===== config.mk =====
export PLATFORM = sky130hd
export DESIGN_NAME = mem_bus_arbiter
export DESIGN_NICKNAME = d
export VERILOG_FILES = /design/src/rtl/mem_arb_pkg.sv /design/src/rtl/mem_tag_table.sv /design/src/rtl/mem_bus_arbiter.sv
export SDC_FILE = /design/constraint.sdc
export NUM_CORES = 1
export LEC_CHECK = 0
export CORE_AREA = 2 2 171 173
export DETAILED_ROUTE_END_ITERATION = 6
export DIE_AREA = 0 0 173 175
export PLACE_DENSITY = 0.56
export REMOVE_ABC_BUFFERS = 1
export SLEW_MARGIN = 0
export SYNTH_ARGS = -nofsm -noshare
export SYNTH_HDL_FRONTEND = slang
export SYNTH_SLANG_ARGS = --single-unit

===== constraint.sdc =====
create_clock -name clock -period 5.4 [get_ports clock]
set_input_delay 1.08 -clock clock [delete_from_list [all_inputs] [get_ports clock]]
set_output_delay 1.08 -clock clock [all_outputs]
set_load 0.1 [all_outputs]

===== src/rtl/mem_arb_pkg.sv =====
`default_nettype none
// ============================================================================
// Module      : mem_arb_pkg
// Description : Shared types and constants for the memory bus arbiter.
// Revision    : 1.0
// ============================================================================
package mem_arb_pkg;

    localparam int MEM_TAG_W = 4;
    localparam int XLEN      = 32;

    typedef enum logic [1:0] {
        BUS_NONE  = 2'd0,
        BUS_LOAD  = 2'd1,
        BUS_STORE = 2'd2
    } BUS_COMMAND;

    typedef enum logic {
        OWNER_IF = 1'b0,
        OWNER_DC = 1'b1
    } REQ_OWNER;

    typedef struct packed {
        logic     valid;
        REQ_OWNER owner;
        logic     squashed;
    } MEM_TAG_ENTRY;

endpackage
`default_nettype wire


===== src/rtl/mem_tag_table.sv =====
`default_nettype none
// ============================================================================
// Module      : mem_tag_table
// Description : Outstanding-transaction table indexed by memory tag.
// Revision    : 1.0
// ============================================================================
module mem_tag_table
    import mem_arb_pkg::*;
#(
    parameter int NUM_TAGS = 15
) (
    input  logic                 clock,
    input  logic                 reset,
    input  logic                 alloc_valid_i,
    input  logic [MEM_TAG_W-1:0] alloc_tag_i,
    input  REQ_OWNER             alloc_owner_i,
    input  logic                 cmpl_valid_i,
    input  logic [MEM_TAG_W-1:0] cmpl_tag_i,
    input  logic                 squash_i,
    output logic                 full_o,
    output MEM_TAG_ENTRY         lookup_o
);

    MEM_TAG_ENTRY entry_q [1:NUM_TAGS];
    MEM_TAG_ENTRY entry_d [1:NUM_TAGS];
    logic [MEM_TAG_W:0] w_count;

    always_comb begin
        lookup_o = '0;
        for (int i = 1; i <= NUM_TAGS; i++) begin
            if (cmpl_valid_i && (cmpl_tag_i == MEM_TAG_W'(i))) begin
                lookup_o = entry_q[i];
            end
        end
    end

    always_comb begin
        w_count = '0;
        for (int i = 1; i <= NUM_TAGS; i++) begin
            w_count = w_count + (MEM_TAG_W+1)'(entry_q[i].valid);
        end
    end

    assign full_o = (w_count == (MEM_TAG_W+1)'(NUM_TAGS));

    // Completion frees the slot before allocation so a reused tag ends owned
    // by the new requester; squash runs last to catch same-cycle fetches.
    always_comb begin
        for (int i = 1; i <= NUM_TAGS; i++) begin
            entry_d[i] = entry_q[i];
            if (cmpl_valid_i && (cmpl_tag_i == MEM_TAG_W'(i))) begin
                entry_d[i] = '0;
            end
            if (alloc_valid_i && (alloc_tag_i == MEM_TAG_W'(i))) begin
                entry_d[i].valid    = 1'b1;
                entry_d[i].owner    = alloc_owner_i;
                entry_d[i].squashed = 1'b0;
            end
            if (squash_i && entry_d[i].valid && (entry_d[i].owner == OWNER_IF)) begin
                entry_d[i].squashed = 1'b1;
            end
        end
    end

    always_ff @(posedge clock) begin
        if (reset) begin
            for (int i = 1; i <= NUM_TAGS; i++) begin
                entry_q[i] <= '0;
            end
        end else begin
            entry_q <= entry_d;
        end
    end

endmodule
`default_nettype wire


===== src/rtl/mem_bus_arbiter.sv =====
`default_nettype none
// ============================================================================
// Module      : mem_bus_arbiter
// Description : Shares the memory port between fetch and LSU, routes tagged data.
// Revision    : 1.0
// ============================================================================
module mem_bus_arbiter
    import mem_arb_pkg::*;
#(
    parameter int NUM_TAGS     = 15,
    parameter int STARVE_LIMIT = 4
) (
    input  logic                 clock,
    input  logic                 reset,
    input  logic                 flush,
    input  logic                 if_req_valid,
    input  logic [XLEN-1:0]      if_req_addr,
    output logic                 if_req_ready,
    output logic                 if_resp_valid,
    output logic [63:0]          if_resp_data,
    input  logic                 dc_req_valid,
    input  logic [1:0]           dc_req_cmd,
    input  logic [XLEN-1:0]      dc_req_addr,
    input  logic [63:0]          dc_req_data,
    output logic                 dc_req_ready,
    output logic                 dc_resp_valid,
    output logic [63:0]          dc_resp_data,
    output logic [1:0]           proc2mem_command,
    output logic [XLEN-1:0]      proc2mem_addr,
    output logic [63:0]          proc2mem_data,
    input  logic [MEM_TAG_W-1:0] mem2proc_response,
    input  logic [63:0]          mem2proc_data,
    input  logic [MEM_TAG_W-1:0] mem2proc_tag,
    output logic                 mem_bus_none
);

    localparam int                    c_STARVE_W   = $clog2(STARVE_LIMIT + 1);
    localparam logic [c_STARVE_W-1:0] c_STARVE_MAX = c_STARVE_W'(STARVE_LIMIT);

    logic [c_STARVE_W-1:0] starve_q;
    logic [c_STARVE_W-1:0] starve_d;

    logic         w_full;
    logic         w_dc_is_load;
    logic         w_dc_is_store;
    logic         w_dc_elig;
    logic         w_if_elig;
    logic         w_if_grant;
    logic         w_dc_grant;
    logic         w_accept;
    logic         w_alloc;
    logic         w_hit;
    REQ_OWNER     w_alloc_owner;
    MEM_TAG_ENTRY w_lookup;

    assign w_dc_is_load  = (dc_req_cmd == BUS_LOAD);
    assign w_dc_is_store = (dc_req_cmd == BUS_STORE);

    // Stores never occupy a tag, so a full table only blocks tag-consuming reads.
    assign w_dc_elig = dc_req_valid && (w_dc_is_store || (w_dc_is_load && !w_full));
    assign w_if_elig = if_req_valid && !w_full;

    assign w_if_grant = !reset && w_if_elig && (!w_dc_elig || (starve_q == c_STARVE_MAX));
    assign w_dc_grant = !reset && w_dc_elig && !w_if_grant;

    assign w_accept     = (mem2proc_response != '0);
    assign if_req_ready = w_if_grant && w_accept;
    assign dc_req_ready = w_dc_grant && w_accept;
    assign mem_bus_none = !(dc_req_valid && w_dc_grant);

    always_comb begin
        proc2mem_command = BUS_NONE;
        proc2mem_addr    = '0;
        proc2mem_data    = '0;
        if (w_if_grant) begin
            proc2mem_command = BUS_LOAD;
            proc2mem_addr    = if_req_addr;
        end else if (w_dc_grant) begin
            proc2mem_command = dc_req_cmd;
            proc2mem_addr    = dc_req_addr;
            proc2mem_data    = dc_req_data;
        end
    end

    always_comb begin
        starve_d = starve_q;
        if (!if_req_valid || w_if_grant) begin
            starve_d = '0;
        end else if (w_dc_grant && (starve_q != c_STARVE_MAX)) begin
            starve_d = starve_q + 1'b1;
        end
    end

    always_ff @(posedge clock) begin
        if (reset) begin
            starve_q <= '0;
        end else begin
            starve_q <= starve_d;
        end
    end

    assign w_alloc       = if_req_ready || (dc_req_ready && w_dc_is_load);
    assign w_alloc_owner = if_req_ready ? OWNER_IF : OWNER_DC;

    mem_tag_table #(
        .NUM_TAGS (NUM_TAGS)
    ) u_tag_table (
        .clock         (clock),
        .reset         (reset),
        .alloc_valid_i (w_alloc),
        .alloc_tag_i   (mem2proc_response),
        .alloc_owner_i (w_alloc_owner),
        .cmpl_valid_i  (mem2proc_tag != '0),
        .cmpl_tag_i    (mem2proc_tag),
        .squash_i      (flush),
        .full_o        (w_full),
        .lookup_o      (w_lookup)
    );

    assign w_hit         = !reset && w_lookup.valid;
    assign dc_resp_valid = w_hit && (w_lookup.owner == OWNER_DC);
    assign if_resp_valid = w_hit && (w_lookup.owner == OWNER_IF) && !w_lookup.squashed && !flush;
    assign dc_resp_data  = mem2proc_data;
    assign if_resp_data  = mem2proc_data;

endmodule
`default_nettype wire

### After elaboration in Yosys (flattened, before gate mapping)

Cells that the tools add are included.

| storage, ports and cells | value |
|---|---|
| flip-flop bits (word level) | 48 |
| latch bits | 0 |
| RAM bits | 0 |
| bits in read-only memories | 0 |
| input port bits | 207 |
| output and inout bits | 231 |
| word-level logic and storage cells | 286 |
| memories | 0 |

| cells by class | value |
|---|---|
| add/subtract/negate cells | 15 |
| multipliers | 0 |
| div/mod/pow operators | 0 |
| order comparisons | 0 |
| equal/unequal tests | 35 |
| shift operators | 0 |
| muxes and demuxes | 67 |
| bitwise logic cells | 16 |
| reduce and logical (&&, ||, !) cells | 107 |

Operators by type and width:

| kind | count |
|---|---|
| $mux W3 | 45 |
| $mux W64 | 2 |
| $logic_and A1 B1 Y1 | 77 |
| $add A5 B1 Y5 | 13 |
| $eq A4 B4 Y1 const B | 16 |
| $mux W32 | 2 |
| $reduce_bool A3 Y1 | 15 |
| $eq A4 B3 Y1 const B | 8 |
| $eq A4 B2 Y1 const B | 4 |
| $mux W1 | 16 |
| $not A1 Y1 | 16 |
| $eq A4 B1 Y1 const B | 2 |
| $logic_not A1 Y1 | 8 |
| $reduce_bool A4 Y1 | 2 |
| $eq A5 B4 Y1 const B | 1 |
| $logic_or A1 B1 Y1 | 4 |
| $mux W2 | 2 |
| $add A3 B1 Y3 const B | 1 |
| $eq A3 B3 Y1 const B | 1 |
| $ne A3 B3 Y1 const B | 1 |
| $add A1 B1 Y2 | 1 |
| $eq A2 B1 Y1 const B | 1 |
| $eq A2 B2 Y1 const B | 1 |
| $reduce_or A2 Y1 | 1 |

### Depth between registers and ports, before layout

| logic depth | value |
|---|---|
| depth after elaboration | 32 |
| gate-level depth with buffers | 20 |
| depth with buffers taken out | 19 |

### Modules after synthesis

From an unflattened synthesis, not the netlist that was laid out.

| unflattened totals | value |
|---|---|
| cell total of the unflattened synthesis | 713 |
| area total of the unflattened synthesis | 5564.1 sq um |

By module, submodules not included:

| module | instances | cells each | area each (sq um) | seq. area each (sq um) |
|---|---|---|---|---|
| mem_bus_arbiter | 1 | 362 | 2821.5 | 60.1 |
| mem_tag_table | 1 | 351 | 2742.6 | 900.9 |

### Least setup slack after synthesis

No wires, ideal clock.

| path | value |
|---|---|
| kind | register to output |
| start | register u_tag_table.entry_q[44] (netlist bit) |
| end | output dc_req_ready |
| arrival | 7.265 ns |
| data required time | 4.320 ns |
| slack | -2.945 ns |
| stages on the path, launching flop included | 18 |
| buffers on the path | 0 |
| path through | dfxtp_1 > ha_1 > inv_1 > fa_1 > inv_1 > fa_1 > fa_1 > inv_1 > fa_1 > inv_1 > ha_1 > inv_1 > fa_1 > nand3b_1 > a2111oi_2 > or2_2 > o21ai_0 > nor4b_1 |

| on the way | value |
|---|---|
| longest elaborated chain between the ends | 25 |
| elaborated cells on any way between the ends | 28 |
| classes of those cells | add/sub (14); eq/ne (1); reduce/logical (13) |

RTL lines:

| what | line | text |
|---|---|---|
| start: declaration | mem_tag_table.sv:24 | `MEM_TAG_ENTRY entry_q [1:NUM_TAGS];` |
| start signal: assignment | mem_tag_table.sv:71 | `entry_q <= entry_d;` |
| $add A1 B1 Y2 * | mem_tag_table.sv:40 | `w_count = w_count + (MEM_TAG_W+1)'(entry_q[i].valid);` |
| $add A5 B1 Y5 * (13 in a row) | mem_tag_table.sv:40 |  |
| $eq A5 B4 Y1 * | mem_tag_table.sv:44 | `assign full_o = (w_count == (MEM_TAG_W+1)'(NUM_TAGS));` |
| $logic_not A1 Y1 * | mem_bus_arbiter.sv:60, mem_bus_arbiter.sv:61 |  |
| $logic_and A1 B1 Y1 | mem_bus_arbiter.sv:60 | `assign w_dc_elig = dc_req_valid && (w_dc_is_store \|\| (w_dc_is_load && !w_full));` |
| $logic_or A1 B1 Y1 | mem_bus_arbiter.sv:60 |  |
| $logic_and A1 B1 Y1 | mem_bus_arbiter.sv:60 |  |
| $logic_not A1 Y1 | mem_bus_arbiter.sv:63 | `assign w_if_grant = !reset && w_if_elig && (!w_dc_elig \|\| (starve_q == c_STARVE_MAX));` |
| $logic_or A1 B1 Y1 | mem_bus_arbiter.sv:63 |  |
| $logic_and A1 B1 Y1 | mem_bus_arbiter.sv:63 |  |
| $logic_not A1 Y1 | mem_bus_arbiter.sv:64 | `assign w_dc_grant = !reset && w_dc_elig && !w_if_grant;` |
| $logic_and A1 B1 Y1 * | mem_bus_arbiter.sv:64 |  |
| $logic_and A1 B1 Y1 * | mem_bus_arbiter.sv:68 | `assign dc_req_ready = w_dc_grant && w_accept;` |
| end: declaration | mem_bus_arbiter.sv:25 | `output logic dc_req_ready,` |

Every way passes the cells marked *; elsewhere a longest branch is shown, timed or not.

### Worst setup path in the final report

| path | value |
|---|---|
| start | register u_tag_table.entry_q[41] (netlist bit) |
| end | output proc2mem_addr[29] |

| on the way | value |
|---|---|
| longest elaborated chain between the ends | 26 |
| elaborated cells on any way between the ends | 29 |
| classes of those cells | add/sub (14); eq/ne (1); mux (2); reduce/logical (12) |

RTL lines:

| what | line | text |
|---|---|---|
| $add A1 B1 Y2 * | mem_tag_table.sv:40 |  |
| $add A5 B1 Y5 * (13 in a row) | mem_tag_table.sv:40 |  |
| $eq A5 B4 Y1 * | mem_tag_table.sv:44 |  |
| $logic_not A1 Y1 * | mem_bus_arbiter.sv:60, mem_bus_arbiter.sv:61 |  |
| $logic_and A1 B1 Y1 | mem_bus_arbiter.sv:60 |  |
| $logic_or A1 B1 Y1 | mem_bus_arbiter.sv:60 |  |
| $logic_and A1 B1 Y1 | mem_bus_arbiter.sv:60 |  |
| $logic_not A1 Y1 | mem_bus_arbiter.sv:63 |  |
| $logic_or A1 B1 Y1 | mem_bus_arbiter.sv:63 |  |
| $logic_and A1 B1 Y1 | mem_bus_arbiter.sv:63 |  |
| $logic_not A1 Y1 | mem_bus_arbiter.sv:64 |  |
| $logic_and A1 B1 Y1 | mem_bus_arbiter.sv:64 |  |
| $mux W32 | mem_bus_arbiter.sv:78 | `end else if (w_dc_grant) begin` |
| $mux W32 * | mem_bus_arbiter.sv:75 | `if (w_if_grant) begin` |
| end: declaration | mem_bus_arbiter.sv:29 | `output logic [XLEN-1:0] proc2mem_addr,` |

Marks and branches as above.

==> qor.log <==
INFO  flow_run       max_cap_violations=0
INFO  sta            finalSetupViolations=101
INFO  setup_path     timing.critical_path.slowest_cell_delay=0.50ns
INFO  logic_synthesis synth_cell_area=5220µm²
INFO  die            io-pin-count=438
INFO  clock_tree     tritoncts_clock_tree=done
INFO  drt            drt_drc_violations_left=0
INFO  sta            timing.clock.skew=0.0113ns
INFO  power          vdd_drop_max=0.128mV
INFO  die            die-height=175µm
INFO  grt            antenna_violations_before_repair=1
INFO  logic_synthesis post_synth_num_cell_types=70
INFO  logic_synthesis dominantRegCellSynth=dfxtp_1
INFO  min_path       hold_path.class=reg2reg
INFO  sta            relSlewSlack=20.2%
INFO  cells_and_area nNetsFinal=1049
INFO  sta            timing_worst_slew_pin_value=1.19ns
INFO  setup_path     worst-endpoint-required=4.32ns
INFO  place          globalplace.congestion=0.983
INFO  die            die_width=173µm
INFO  run_status     outcome=finished with violations
INFO  drt            avgRoutedWirePerCell=37.4µm
INFO  clock_tree     ctsLongestPathBuffers=2
INFO  setup_path     slowest_stage_cell_on_the_critical_path=fa_1
INFO  logic_synthesis ys_warn_count=0
INFO  logic_synthesis synth.area.top_cells=buf_4 (19%), dfxtp_1 (18%), and2_1 (8.2%)
INFO  setup_path     r2r_setup_slack=0.06ns
INFO  sta            final_min_period_over_clock_period=120%
INFO  drt            postRouteWirelength=45300µm
INFO  place          port-buffer-count=245
INFO  grt            grt_overflow=0
INFO  setup_path     crit_path_max_fanout=6
INFO  drt            drt-initial-drc-count=418
INFO  power          p_leak=3.68nW
INFO  sta            final_critical_path_setup_slack=-1.07ns
INFO  cells_and_area final_cell_mix=clkdlybuf4s50_1 (142), buf_12 (110), and2_4 (63), nand2_1 (55), dfxtp_1 (46)
INFO  die            initial_core_util=18.4%
INFO  place          dp_slack=-0.944ns
INFO  setup_path     startpoint_type=register
INFO  drt            drt.antenna.violating_nets=0
INFO  logic_synthesis netlist.area_leader.share=19.0%
INFO  die            core.rowCount=62
INFO  run_status     violations=negative setup slack
INFO  logic_synthesis post-synth-top-area-cell=buf_4
INFO  logic_synthesis syn-mean-instance-area=7.76µm²
INFO  clock_tree     clk_pin_slew=0.07ns
INFO  setup_path     worst_path_cell_chain=ha_4 -> inv_2 -> fa_1 -> inv_1 -> fa_1 -> fa_1 -> inv_1 -> fa_1 -> inv_1 -> ha_2 -> inv_2 -> fa_2 -> nand3b_1 -> a2111oi_4 -> buf_4 -> or2_4 -> o32ai_4 -> buf_6 -> buf_8 -> buf_16 -> a22o_4 -> buf_12
INFO  sta            fin_hold_ws=0.523ns
INFO  sta            finalCriticalPeriod=6.47ns
INFO  setup_path     critical-path-top-delay-family=adder cells
INFO  setup_path     buf_inv_stages_crit_path=10
INFO  sta            fmaxAchievable=155MHz
INFO  cells_and_area final_cells=1211
INFO  drt            detailroute.via_count=5832
INFO  clock_tree     clock_insertion_delay_worst_skew=0.30ns
INFO  clock_tree     total_cts_buffers=5
INFO  logic_synthesis synth-edff-count=0
INFO  cells_and_area post_route_cells_drive_above_1_share=38.3%
INFO  logic_synthesis ys_seq_area_share=18.4%
INFO  cells_and_area area_delta_synth_final=83.0%
INFO  setup_path     path_class=reg2out
INFO  grt            first_global_vias=5816
INFO  logic_synthesis synthesized_netlist_cell_count=672
INFO  setup_path     crit_path_end_kind=output pin
INFO  die            dieArea=30300µm²
INFO  place          placedCellCount=1180
INFO  logic_synthesis synth-seq-cells=48
INFO  sta            slew_violations=0
INFO  sta            final-hold-violation-count=0
INFO  clock_tree     cts.root.buffer_cell=clkbuf_16
INFO  place          hpwl=37800µm
INFO  grt            grt_pass1_wl=58800µm
INFO  drt            detailedRoute.firstPassIterationCount=4
INFO  logic_synthesis synth_async_sr_flop_share=0%
INFO  drt            viasPerCell=4.82
INFO  cells_and_area commonest_non_fill_non_tap_cell_in_the_layout=clkdlybuf4s50_1
INFO  power          power.density_cell_area=157nW/µm²
INFO  setup_path     critPathArrivalTime=5.39ns
INFO  die            core_region_area=28400µm²
INFO  grt            maximum_number_of_pins_on_one_net_before_global_route_repair=49
INFO  sta            rsz0062_at_grt=true
INFO  setup_path     cp_common_cell=fa_1
INFO  grt            gr-usage-all-layers=28.8%
INFO  clock_tree     ctsHtreeMaxLevel=2
INFO  clock_tree     cts.sinks=48
-- registers in the layout (all words and copies together), names as in the netlist --
signal               count
u_tag_table.entry_q     45
starve_q                 3
-- cell type report --
| cell class | instances | area, µm² |
|---|---|---|
| timing repair buffer | 311 | 4280 |
| clock buffer | 5 | 125 |
| clock inverter | 3 | 47.5 |
| fill | 2928 | 18800 |
| sequential | 48 | 963 |
| inverter | 30 | 113 |
| antenna | 1 | 2.50 |
| multi-input combinational | 429 | 3530 |
| tap | 384 | 480 |
-- where the power goes --
group | internal [mW] | switching [mW] | total [mW]
Combinational | 0.319 | 0.443 | 0.762
Sequential | 0.357 | 0.00293 | 0.360
Clock | 0.221 | 0.161 | 0.382
Total | 0.897 | 0.607 | 1.50
-- path summary, 6_finish.rpt --
| path | startpoint | endpoint | cells after the start |
|---|---|---|---|
| worst max-delay path | u_tag_table.entry_q[41] | proc2mem_addr[29] | 22 |
| worst min-delay path | u_tag_table.entry_q[25] | u_tag_table.entry_q[25] | 2 |
| worst max register to register | u_tag_table.entry_q[41] | u_tag_table.entry_q[34] | 23 |
| worst min register to register | u_tag_table.entry_q[25] | u_tag_table.entry_q[25] | 2 |
-- Yosys cell counts, types with 2 or more instances --
cell and n:
ha_1 8, a211oi_1 6, a21oi_1 32, nor2b_1 9, o32ai_1 2, nand3_1 8, a31oi_1 2, a221oi_1 3
nor3b_1 2, inv_1 30, nand3b_1 9, nand2_1 56, buf_4 132, a22oi_1 15, and3b_1 2, fa_1 9
a2111oi_0 6, a221oi_2 2, mux2i_1 6, nor2_1 32, a31o_2 2, or2_2 2, nand2_2 2, o21ai_0 10
nand2b_1 19, nand4b_1 3, a211o_1 9, o31ai_1 2, a32oi_1 3, dfxtp_1 48, o22ai_1 4, o211ai_1 2
and2_1 68, buf_2 14, a22oi_2 3, a21o_1 8, mux4_2 2, clkbuf_1 17, and4b_1 2, o2bb2ai_1 2
a211oi_2 3, nor3_1 15, a22o_1 33, a311oi_1 2
-- kinds of logic after synthesis --
| kind of cell | synth area share, % |
|---|---|
| xor gates and xnor gates | 0.480 |
| adders and majority gates | 5.37 |
| DFF | 18.4 |
| buffers and inverters | 24.2 |
| muxes | 2.23 |
| AOI/OAI and AO/OA | 24.7 |
| and+or+nand+nor | 24.5 |
-- metrics by stage --
| stage | util, % | setup TNS (ns) | instance area (µm²) | power, mW |
|---|---|---|---|---|
| global placement | 29.8 | -79.69 | 8450 | 1.06 |
| floorplan | - | -381.71 | 4070 | 0.693 |
| finish | 33.6 | -97.97 | 9550 | 1.50 |
| global route | 33.6 | -115.28 | 9550 | 1.54 |
| CTS | 31.4 | -98.54 | 8930 | 1.46 |
| detailed placement | 29.8 | -82.63 | 8450 | 1.05 |
-- tightest hold or removal path: cells and delay by family, from the launching register on --
family             cells  cell delay (ns)
DFF                    1             0.33
AOI/OAI and AO/OA      2             0.16
-- layer usage --
metal	routed length [µm]	global-route usage [%]	share of wire [%]
met5	0	0	0
met3	7880	20.8	17
met2	22500	51.9	50
met1	13100	25.1	29
met4	1850	8.86	4.1
-- timing repair --
action / CTS / global route
pin swaps: 5 / 24
setup endpoints to repair: 101 / 110
gates resized for setup: 70 / 97
hold buffers: 0 / 0
buffers inserted: 8 / 10
gates cloned: 2 / 6
No activity file was read; power rests on OpenSTA's default activity.
==> variant 1 (same settings) <==
Change the package constant `MEM_TAG_W` from 4 to 3.
--- a/src/rtl/mem_arb_pkg.sv
+++ b/src/rtl/mem_arb_pkg.sv
@@ -6,7 +6,7 @@
 // ============================================================================
 package mem_arb_pkg;
 
-    localparam int MEM_TAG_W = 4;
+    localparam int MEM_TAG_W = 3;
     localparam int XLEN      = 32;
 
     typedef enum logic [1:0] {
Ports: changed (resized mem2proc_response and mem2proc_tag); port bits go from 438 to 436. No check against the original RTL was run, so the function may have changed too.
==> variant 1 against the unedited design <==
  * Critical endpoint is now proc2mem_data[10]
  * The run still ends with negative setup slack left
  * Sequential cell count decreased by 16
  * Register-to-register slack gained 20 ps
  * Wire length decreased by 34%
  * Worst setup slack improved by 14 ps
  * Total power is 18% lower
  * Design area down 18%
  * Area after synthesis decreased by 27%
  * Highest routed layer is now met5
  * Utilization down 6.0 points
==> variant 1: results (changes against the unedited design) <==
Post-synth cell types: 50 (-29%)
Seq area share: 8.196% (-1.9 points)
Leakage: 3.107 nW (-16%)
Worst-path maximum fanout: 8 (+2)
Non-Clock Inverter Count: 24 (-20%)
Final setup vio count: 101 (unchanged)
Status: finished, violations left
Max-slew headroom: 13.05% (-7.2 points)
Reg2reg end: u_tag_table.entry_q[1]
Sequential element share of the synthesized area: 16.90% (-1.5 points)
Crit-path slowest cell: fa_2
Dpl hpwl: 25030 um (-34%)
Worst hold path startpoint: u_tag_table.entry_q[17]
Crit path launch: u_tag_table.entry_q[41]
I/O Buffers: 243 (-0.82%)
Worst-skew pair later-pin latency: 280 ps (-20 ps)
R2r worst-path depth: 21 (-8.7%)
Failing checks: negative setup slack
Most frequent cells after synthesis: buf_4, and2_1, nand2_1, a22o_1, dfxtp_1
Comb power frac: 53.4% (+2.7 points)
Antenna cell count: 0 (-1)
GP Congestion: 0.8937 (-9.1%)
Worst Clk Skew: 6.545 ps (-4.764 ps)
Worst Setup EP: proc2mem_data[10]
Worst R2R Setup Slack: 80 ps (+20 ps)
Multi-input gates: 279 (-35%)
Largest net degree at the start of global routing: 44 (-10%)
First-pass GRT wire length: 39340 um (-33%)
Synthesized flop and latch total: 32 (-33%)
Fillers: 2993 (+2.2%)
Final non-filler cell total: 1016 (-16%)
Placed Instances: 992 (-16%)
Layout cells sized above 1: 43.67% (+5.4 points)
Multi-input logic area: 2456 sq um (-30%)
Via count of the first global-routing pass: 4271 (-27%)
Non-CTS buffers: 289 (-7.1%)
Worst VDD drop: 112.2 uV (-12%)
CP peak stage delay: 550 ps (+50 ps)
Final non-clock buffer share: 51.14% (+6.3 points)
1st-iter DRT viols: 212 (-49%)
Final worst setup slack: -1055 ps (+13.70 ps)
Fin nets: 853 (-19%)
Setup TNS: -97410 ps (+559.0 ps)
Tot Pwr: 1.226 mW (-18%)
Drt first pass iters: 5 (+1)
Vias per std cell: 4.200 (-13%)
## variant 1: changes by cell type after synthesis, moves of 7 or more
cell and delta:
nor3_1 -7, nand3b_1 -7, dfxtp_1 -16, buf_2 -13
a22oi_1 -15, nand2_1 -20, nand2b_1 -14, a211o_1 -9
a21o_1 -8, nor2_1 -16
## variant 1: cell families (layout without fill, tap and decap cells)
| family | Yosys count | after routing | share of synthesized area [%] |
|---|---|---|---|
| AOI/OAI and AO/OA | 81 | 81 | 16.11 |
| xor gates and xnor gates | 4 | 4 | 0.9246 |
| adders and majority gates | 17 | 17 | 7.395 |
| buffers and inverters | 175 | 321 | 30.67 |
| DFF | 32 | 32 | 16.90 |
| muxes | 12 | 12 | 3.697 |
| and+or+nand+nor | 165 | 165 | 24.30 |
## variant 1: metal layers
metal  part of all wire [%]  GRT usage [%]  vias to the layer above
met2                     38          25.10                      393
met5                   0.36          3.045                        -
met1                     41          22.81                     2065
li1                       -              -                     1780
met3                     20          17.78                       23
met4                   0.48          1.518                        6
==> variant 2 (config.mk and constraints unchanged) <==
Without the edit above. Reset style: asynchronous (`reset`), changed in 2 clocked blocks.
--- a/src/rtl/mem_tag_table.sv
+++ b/src/rtl/mem_tag_table.sv
@@ -62,7 +62,7 @@
         end
     end
 
-    always_ff @(posedge clock) begin
+    always_ff @(posedge clock or posedge reset) begin
         if (reset) begin
             for (int i = 1; i <= NUM_TAGS; i++) begin
                 entry_q[i] <= '0;
--- a/src/rtl/mem_bus_arbiter.sv
+++ b/src/rtl/mem_bus_arbiter.sv
@@ -91,7 +91,7 @@
         end
     end
 
-    always_ff @(posedge clock) begin
+    always_ff @(posedge clock or posedge reset) begin
         if (reset) begin
             starve_q <= '0;
         end else begin
Check against the original RTL: no difference found for any inputs over 4 cycles, from zero or initial values and one cycle with reset high; that may be too few to reach the edited logic, so the function may still have changed.
==> variant 2 against the unedited design <==
  * The flow still finishes with violations (negative setup slack)
  * Design area decreased by 4.8%
  * Wire length decreased by 13%
  * Sequential share of layout area increased by 3.1 points
  * Sequential power increased by 39%
  * Area after synthesis decreased by 2.9%
  * Sequential cell count unchanged
  * First-iteration DRC count increased by 2.9%
  * Total power increased by 39%
  * Non-clock buffer count decreased by 11
  * Via count decreased by 8.8%
  * Die area unchanged
  * Worst setup slack improved by 11 ps
  * Largest power group unchanged
==> variant 2: results (changes against the unedited design) <==
Top post-synthesis cells by area: dfrtp_1, buf_4, and2_1, mux2i_1, a22o_1
Grt met1 use: 38.68% (+14 points)
GR Layer Usage met3: 16.88% (-4.0 points)
Highest Signal Layer: met5
Post-CTS Resized: 97 (+39%)
Routed WL: 39440 um (-13%)
Synth Area in Compound Gates: 14.94% (-9.8 points)
Met3 Wirelength: 6055 um (-23%)
Failing checks: negative setup slack
Final worst setup slack: -1058 ps (+10.70 ps)
First-pass GRT wire length: 51970 um (-12%)
Via count of the first global-routing pass: 5405 (-7.1%)
Post-synthesis share of cell area spent on xor and xnor gates: 0.6668% (+0.19 points)
Met2 wire len: 12830 um (-43%)
Status: finished, violations left
GP Congestion: 0.9058 (-7.9%)
1st-iter DRT viols: 430 (+2.9%)
Ys async rst share: 100.0% (+100 points)
Ys flop type: dfrtp_1
Worst VDD drop: 161.4 uV (+26%)
WP data arrival: 5380 ps (about the same)
Via count: 5319 (-8.8%)
Leakage: 4.026 nW (+9.5%)
Fin nets: 985 (-6.1%)
Post-Synth Adder-Cell Area: 5.532% (+0.16 points)
Final setup vio count: 113 (+12%)
Worst Clk Skew: 4.982 ps (-6.328 ps)
Drt first pass iters: 5 (+1)
Sequential element share of the synthesized area: 23.71% (+5.3 points)
Setup TNS: -99120 ps (-1150 ps)
Met1 Wirelength: 20170 um (+54%)
Mux share of post-synthesis cell area: 7.508% (+5.3 points)
Setup Buffers After CTS: 5 (-3)
Dpl hpwl: 34110 um (-9.7%)
## variant 2: worst reg2reg max path: cells and delay by family (launching register included)
| family | cells | cell delay [ps] |
|---|---|---|
| adder cells (fa/ha/maj) | 7 | 2830 |
| buffers and inverters | 8 | 1120 |
| AND/OR/NAND/NOR | 5 | 980 |
| flip-flops | 1 | 380 |
| multiplexers | 1 | 140 |
## variant 2: power breakdown
part | internal (mW) | switching (mW) | total, mW
combinational | 0.559 | 0.717 | 1.28
clock | 0.173 | 0.137 | 0.310
sequential | 0.439 | 0.0596 | 0.499
## variant 2: final cells by class
class | count | area [sq um]
clock buffer | 7 | 132.6
sequential | 48 | 1201
fill | 2937 | 19310
multi-input combinational | 373 | 3068
timing repair buffer | 300 | 4066
tap | 384 | 480.5
clock inverter | 1 | 8.758
inverter | 33 | 128.9
## variant 2: per-stage QoR
step                hold WS, ps  utilization, %  cells
finish                    533.1           32.00   1146
global route              569.4           32.00   1146
CTS                       529.7           31.24   1140
detailed placement        514.5           29.00   1125
global placement          502.3           29.00   1125
floorplan                 469.3               -    454
## variant 2: logic make-up after synthesis
logic type	after synthesis
xor gates and xnor gates	3
DFF	48
adders and majority gates	17
muxes	38
and+or+nand+nor	209
buffers and inverters	194
AOI/OAI and AO/OA	106
## variant 2: worst paths after layout
kind	startpoint	to	slack, ps	depth (start not counted)
setup reg to reg	u_tag_table.entry_q[44]	u_tag_table.entry_q[6]	-120	21
hold / removal	u_tag_table.entry_q[11]	u_tag_table.entry_q[11]	530	2
min in group asynchronous	reset	starve_q[1]	1480	3
setup / recovery	u_tag_table.entry_q[44]	proc2mem_addr[8]	-1060	20
hold reg to reg	u_tag_table.entry_q[11]	u_tag_table.entry_q[11]	530	2
max in group asynchronous	reset	u_tag_table.entry_q[19]	3450	3
